[src/rtl/alu_response_compactor.sv]
// alu_response_compactor: folds ALU result beats into a MISR signature
// and compares it with a golden value to give one pass/fail verdict.
//
// Ports:
//   clk, rst      rising-edge clock, async active-high reset
//   start         begin a run (honoured in IDLE or DONE)
//   in_valid      result beat present
//   in_ready      beats accepted (RUN only)
//   res_data      ALU result word
//   res_flags     ALU flags {carry, zero}
//   golden        expected signature, sampled in CHECK
//   busy          RUN or CHECK
//   done          DONE
//   pass          latched compare result
//   signature     current MISR state
//   vec_cnt       beats accepted this run
module alu_response_compactor #(
  parameter int               WIDTH     = 16,
  parameter int               VEC_COUNT = 65536,
  parameter logic [WIDTH-1:0] POLY      = 16'h1021
) (
  input  logic             clk,
  input  logic             rst,
  input  logic             start,
  input  logic             in_valid,
  output logic             in_ready,
  input  logic [WIDTH-1:0] res_data,
  input  logic [1:0]       res_flags,
  input  logic [WIDTH-1:0] golden,
  output logic             busy,
  output logic             done,
  output logic             pass,
  output logic [WIDTH-1:0] signature,
  output logic [16:0]      vec_cnt
);

  typedef enum logic [1:0] {
    IDLE,
    RUN,
    CHECK,
    DONE
  } state_t;

  localparam logic [16:0] LAST = 17'(VEC_COUNT - 1);

  state_t           state_q;
  state_t           state_d;
  logic [WIDTH-1:0] sig_q;
  logic [WIDTH-1:0] sig_d;
  logic [16:0]      cnt_q;
  logic [16:0]      cnt_d;
  logic             pass_q;
  logic             pass_d;
  logic             accept;
  logic [WIDTH-1:0] fold;
  logic [WIDTH-1:0] misr_next;

  assign in_ready = (state_q == RUN);
  assign busy     = (state_q == RUN) || (state_q == CHECK);
  assign done     = (state_q == DONE);
  assign accept   = in_valid & in_ready;

  assign fold = {{(WIDTH-2){1'b0}}, res_flags};

  assign misr_next = {sig_q[WIDTH-2:0], 1'b0}
                   ^ (sig_q[WIDTH-1] ? POLY : '0)
                   ^ res_data
                   ^ fold;

  always_comb begin
    state_d = state_q;
    sig_d   = sig_q;
    cnt_d   = cnt_q;
    pass_d  = pass_q;
    unique case (state_q)
      IDLE, DONE: begin
        if (start) begin
          state_d = RUN;
          sig_d   = '1;
          cnt_d   = '0;
          pass_d  = 1'b0;
        end
      end
      RUN: begin
        if (accept) begin
          sig_d = misr_next;
          cnt_d = cnt_q + 17'd1;
          if (cnt_q == LAST) begin
            state_d = CHECK;
          end
        end
      end
      CHECK: begin
        pass_d  = (sig_q == golden);
        state_d = DONE;
      end
      default: begin
        state_d = IDLE;
      end
    endcase
  end

  always_ff @(posedge clk or posedge rst) begin
    if (rst) begin
      state_q <= IDLE;
      sig_q   <= '1;
      cnt_q   <= '0;
      pass_q  <= 1'b0;
    end else begin
      state_q <= state_d;
      sig_q   <= sig_d;
      cnt_q   <= cnt_d;
      pass_q  <= pass_d;
    end
  end

  assign signature = sig_q;
  assign vec_cnt   = cnt_q;
  assign pass      = pass_q;

endmodule

[config.mk]
export PLATFORM = sky130hd
export DESIGN_NAME = alu_response_compactor
export DESIGN_NICKNAME = d
export VERILOG_FILES = /design/src/rtl/alu_response_compactor.sv
export SDC_FILE = /design/constraint.sdc
export NUM_CORES = 1
export LEC_CHECK = 0
export BUFFER_PORTS_ARGS = -buffer_cell sky130_fd_sc_hd__buf_2
export CORE_MARGIN = 2
export CORE_UTILIZATION = 40
export CTS_CLUSTER_SIZE = 20
export DETAILED_ROUTE_END_ITERATION = 7
export GPL_ROUTABILITY_DRIVEN = 0
export MAX_ROUTING_LAYER = met4
export PLACE_DENSITY = 0.72
export SYNTH_ARGS = -nofsm -noshare
export SYNTH_HDL_FRONTEND = slang
export SYNTH_SLANG_ARGS = --single-unit
[constraint.sdc]
create_clock -name clk -period 6.32 [get_ports clk]
set_input_delay 0.632 -clock clk [delete_from_list [all_inputs] [get_ports clk]]
set_output_delay 0.632 -clock clk [all_outputs]
set_load 0.01 [all_outputs]
== After elaboration in Yosys (flattened, before gate mapping) ==
Index checks and enable logic that the tools add are counted.

* Bits of input ports: 38
* Output and inout bits: 37
* ROM bits: 0
* Memories: 0
* Word-level logic and storage cells: 38
* Bits in writable memories: 0
* Bits in latches: 0
* Register bits after elaboration: 36

* Bitwise operators: 4
* Divide/modulo/power cells: 0
* Reduce and logical (&&, ||, !) cells: 8
* Shift operators: 0
* $mul: 0
* Equal/unequal tests: 8
* Add/sub/neg operators: 1
* Mux-type cells: 13
* Order comparisons: 0

{| class="wikitable"
|+ Operators by type and width
! operator !! count
|-
| 17-bit 2-to-1 mux || 2
|-
| 17-bit case mux with 2 select lines || 1
|-
| 16-bit 2-to-1 mux || 2
|-
| 16-bit case mux with 2 select lines || 1
|-
| 17-bit by 1-bit adder with 17-bit output (second input constant) || 1
|-
| 17-bit by 16-bit == test with 1-bit output (second input constant) || 1
|-
| 16-bit == test || 1
|-
| 16-bit by 13-bit XOR with 16-bit output || 1
|-
| 16-bit XOR || 1
|-
| 16-bit by 2-bit XOR with 16-bit output || 1
|-
| 13-bit 2-to-1 mux || 1
|-
| 2-bit 2-to-1 mux || 3
|-
| 2-bit case mux with 3 select lines || 1
|-
| 3-bit AND reduction || 2
|-
| 2-bit == test (second input constant) || 2
|-
| 2-bit by 1-bit inequality test with 1-bit output (second input constant) || 2
|-
| 2-bit nonzero test || 2
|-
| 2-bit by 1-bit == test with 1-bit output (second input constant) || 1
|-
| 2-bit zero test || 1
|-
| 2-bit inequality test (second input constant) || 1
|-
| 1-bit case mux with 2 select lines || 1
|-
| 2-bit AND reduction || 1
|-
| 2-bit OR reduction || 1
|-
| 1-bit AND || 1
|-
| 2 further kinds || 2
|}

== Depth between registers and ports, before layout ==
* Word-level depth: 6
* Depth in mapped cells: 8

== Worst setup path after synthesis ==
No wires, ideal clock.

* Path type: register to register
* From: reg state_q[0]
* To: reg cnt_q[15] (netlist: vec_cnt[15])
* Cell stages (with the launch flop): 8
* Data required time: 6.242 ns
* Path slack: 4.104 ns
* Buffers on the path: 1
* Arrival time: 2.138 ns
* Period minus slack after synthesis: 2.216 ns
* Cell sequence: dfrtp_1 -> inv_1 -> ha_1 -> mux2i_1 -> or4_1 -> clkbuf_1 -> or3_1 -> a21oi_1

* Word-level cells in the longest chain between the ends: 4
* Elaborated cells on any way between the ends: 10
* Classes of those cells: eq/ne (4); mux (1); bitwise (1); reduce/logical (4)

{| class="wikitable"
|+ Ends and longest elaborated chain
! element !! RTL line !! RTL
|-
| start: declaration || 46 || <nowiki>state_t state_q;</nowiki>
|-
| start signal: assignment || 110 || <nowiki>state_q <= state_d;</nowiki>
|-
| 2-bit by 1-bit == test with 1-bit output (tied with other cells) || 58, 75 ||
|-
| 1-bit AND or 2-bit OR reduction (tied branches) || 61, 75 ||
|-
| 2-bit by 1-bit inequality test with 1-bit output (no source line) (tied with other cells) || -- ||
|-
| 3-bit AND reduction (no source line) || -- ||
|-
| end signal: assignment || 112 || <nowiki>cnt_q <= cnt_d;</nowiki>
|-
| end: declaration || 50 || <nowiki>logic [16:0] cnt_q;</nowiki>
|}

Several ways; a longest one is shown, not always the timed one.
A chain may end at the register's enable or synchronous reset.

== Worst setup path in the final report ==
Same ends and word-level chain as after synthesis.

==> flow_summary.json <==
{
  "grt_remaining_overflow": 0,
  "syn_nets": 254,
  "fp-row-count": 25,
  "wl_per_cell_um": 13.1,
  "synth_xor_area_frac": 0.184,
  "area_growth_pct": 28.0,
  "hp-class": "in -> async",
  "start_util": 0.420,
  "ioPinCount": 75,
  "drt-pass1-iter-count": 4,
  "grt_pass1_vias": 1715,
  "layout.cells.non_filler": 355,
  "clockRootBuffer": "clkbuf_8",
  "die_h_um": 74.7,
  "cap_violations": 0,
  "start_kind": "register",
  "crit_type": "reg -> reg",
  "numCtsBuffers": 5,
  "fill_cells": 452,
  "drive_gt1_frac": 0.347,
  "dieArea_mm2": 0.00557,
  "skew_ps": 9.73,
  "synth.area.mux_share": 0.0100,
  "clk_pin_slew_ps": 80,
  "period_share": 0.387,
  "synth_compound_area_frac": 0.110,
  "synth_cell_types": 31,
  "synth_top_family_by_area": "XOR/XNOR gates",
  "postSynthAreaPerCell_um2": 9.46,
  "rsz0062_at_grt": "false",
  "antenna_found_initial": 0,
  "irDropWorstVdd_v": 0.000155,
  "max_freq_mhz": 409,
  "clk_latency_ps": 300,
  "final_antenna_net_count": 0,
  "vias_per_cell": 4.93,
  "ctsHoldBuffers": 0,
  "n_antenna_cell": 0,
  "grt_pass1_wl_um": 7730,
  "worst-path-max-fanout": 10,
  "drc": 0,
  "dp_hpwl_um": 3460,
  "slew_violations": 0,
  "vias": 1751,
  "slowest_delay_ps": 710,
  "cp_cell_sequence": "inv_1 > ha_1 > mux2i_1 > or4_1 > or3_1 > a21oi_1",
  "cp_top_family": "simple AND/OR/NAND/NOR gates",
  "ff2ff_setup_slack_ps": 3880,
  "post-place-cells": 347,
  "synth_fa_ha_area_frac": 0.0313,
  "ys_seq_area_frac": 0.461,
  "htreeDepth": 2,
  "finalHoldViolCount": 0,
  "p_per_area_mw_per_mm2": 351,
  "grt_max_degree": 37,
  "worst_pin_slew_ps": 1140,
  "cts_setup_buffers": 0,
  "clock_path_buffers": 2,
  "crit_slowest_cell": "or4_1",
  "p_leak_nw": 1.15,
  "finalNetCount": 330,
  "netlist_area_mm2": 0.00200,
  "setup_viol_count_final": 0,
  "cts_tree": "done",
  "r2r_start": "state_q[0]",
  "ys_ff_latch": 36,
  "status": "finished clean",
  "fin_setup_tns_ps": 0,
  "drtIter0Drc": 120,
  "end_kind": "register",
  "track_usage": 0.186,
  "synth_cells": 211,
  "cts.sinks": 36,
  "cts_resized": 0,
  "startpoint": "state_q[0]",
  "critPathArrivalTime_ps": 2670,
  "yosysWarnings": 0,
  "max_slew_margin": 0.239,
  "min_period_ps": 2440,
  "io_buffers": 74,
  "cp_num_buf_inv": 1,
  "wirelength_um": 4640,
  "crit_required_ps": 6550,
  "synth-simple-area-share": 0.175,
  "die_width_um": 74.7,
  "coreArea_mm2": 0.00475
}
-- placed cells by master, fill, tap and decap left out --
cell,count
buf_2,74
nor2_1,24
a21oi_1,23
xnor2_1,22
xor2_1,20
dfrtp_1,20
dfstp_2,16
o21ai_0,13
nand2_1,9
inv_1,8
nand3_1,8
or3_1,6
nor4_1,6
clkbuf_8,6
ha_1,5
nor3_1,4
mux2i_1,2
nand4_1,2
or4_1,2
and3_1,2
buf_4,2
nor2b_1,1
and4_1,1
o22ai_1,1
and2_1,1
o2bb2ai_1,1
nor3b_1,1
nor4b_1,1
nand3b_1,1
a31o_2,1
nand2b_1,1
o211ai_1,1
o31ai_1,1
clkinv_1,1
bufinv_16,1
-- power by group --
part | switching, mW | leakage [nW] | internal, mW
registers | 0.0657 | 0.438 | 0.302
logic | 0.180 | 0.648 | 0.139
clock network | 0.0832 | 0.0588 | 0.127
-- cell families (layout without fill, tap and decap cells) --
kind of cell	Yosys count	in the layout
muxes	2	2
and+or+nand+nor	70	70
buffers and inverters	15	92
adders and majority gates	5	5
xor gates and xnor gates	42	42
AOI/OAI and AO/OA	41	41
DFF	36	36
-- metal layers --
metal | vias to the layer above | routed length [um] | global-route usage | share of wire
met3 | 6 | 291 | 0.0562 | 0.063
met1 | 815 | 2060 | 0.238 | 0.44
met4 | 0 | 52 | 0.0536 | 0.011
li1 | 874 | - | - | -
met2 | 56 | 2230 | 0.287 | 0.48
met5 | - | 0 | - | 0
-- cells in the mapped netlist (all sizes together) --
| master | count | area share |
|---|---|---|
| a21oi | 23 | 0.058 |
| a31o | 1 | 0.0044 |
| and2 | 1 | 0.0031 |
| and3 | 2 | 0.0063 |
| and4 | 1 | 0.0044 |
| clkbuf | 7 | 0.013 |
| dfrtp | 20 | 0.25 |
| dfstp | 16 | 0.21 |
| ha | 5 | 0.031 |
| inv | 8 | 0.015 |
| mux2i | 2 | 0.010 |
| nand2 | 9 | 0.017 |
| nand2b | 1 | 0.0031 |
| nand3 | 8 | 0.020 |
| nand3b | 1 | 0.0038 |
| nand4 | 2 | 0.0063 |
| nor2 | 24 | 0.045 |
| nor2b | 1 | 0.0031 |
| nor3 | 4 | 0.010 |
| nor3b | 1 | 0.0038 |
| nor4 | 6 | 0.019 |
| nor4b | 1 | 0.0044 |
| o211ai | 1 | 0.0038 |
| o21ai | 13 | 0.033 |
| o22ai | 1 | 0.0031 |
| o2bb2ai | 1 | 0.0044 |
| o31ai | 1 | 0.0038 |
| or3 | 6 | 0.019 |
| or4 | 2 | 0.0075 |
| xnor2 | 22 | 0.096 |
| xor2 | 20 | 0.088 |
-- layout make-up --
class	count	area, um2	share of cell area
clock buffers	6	82.6	0.0323
clock inverters	2	33.8	0.0132
inverters	8	30.0	0.0117
multi-input cells	160	1020	0.399
flip-flops and latches	36	921	0.360
well taps	67	83.8	0.0328
repair buffers	76	385	0.151
-- through the flow --
| stage | total power [mW] | util | setup slack (ps) | hold WS (ps) | instance area [um2] |
|---|---|---|---|---|---|
| floorplan | 0.579 | - | 4100 | 513 | 2000 |
| global route | 0.959 | 0.538 | 3670 | 481 | 2560 |
| detailed placement | 0.694 | 0.513 | 3910 | 484 | 2440 |
| global placement | 0.685 | 0.513 | 3980 | 478 | 2440 |
| finish | 0.898 | 0.538 | 3880 | 434 | 2560 |
| CTS | 0.907 | 0.538 | 3900 | 450 | 2560 |
-- sequential cells by signal, summed over array words and instances (netlist names) --
| register | count |
|---|---|
| pass | 1 |
| signature | 16 |
| state_q | 2 |
| vec_cnt | 17 |
-- worst paths after layout --
kind,to,depth (start not counted)
max,vec_cnt[15],6
max reg2reg,vec_cnt[15],6
min in group clk,pass,2
min reg2reg,pass,2
min,vec_cnt[0],3
max in group asynchronous,signature[10],3
-- tightest hold or removal path, stage by stage --
cell   delay, ps
buf_2        100
inv_1         40
buf_4        390
No activity file was read; power rests on OpenSTA's default activity.
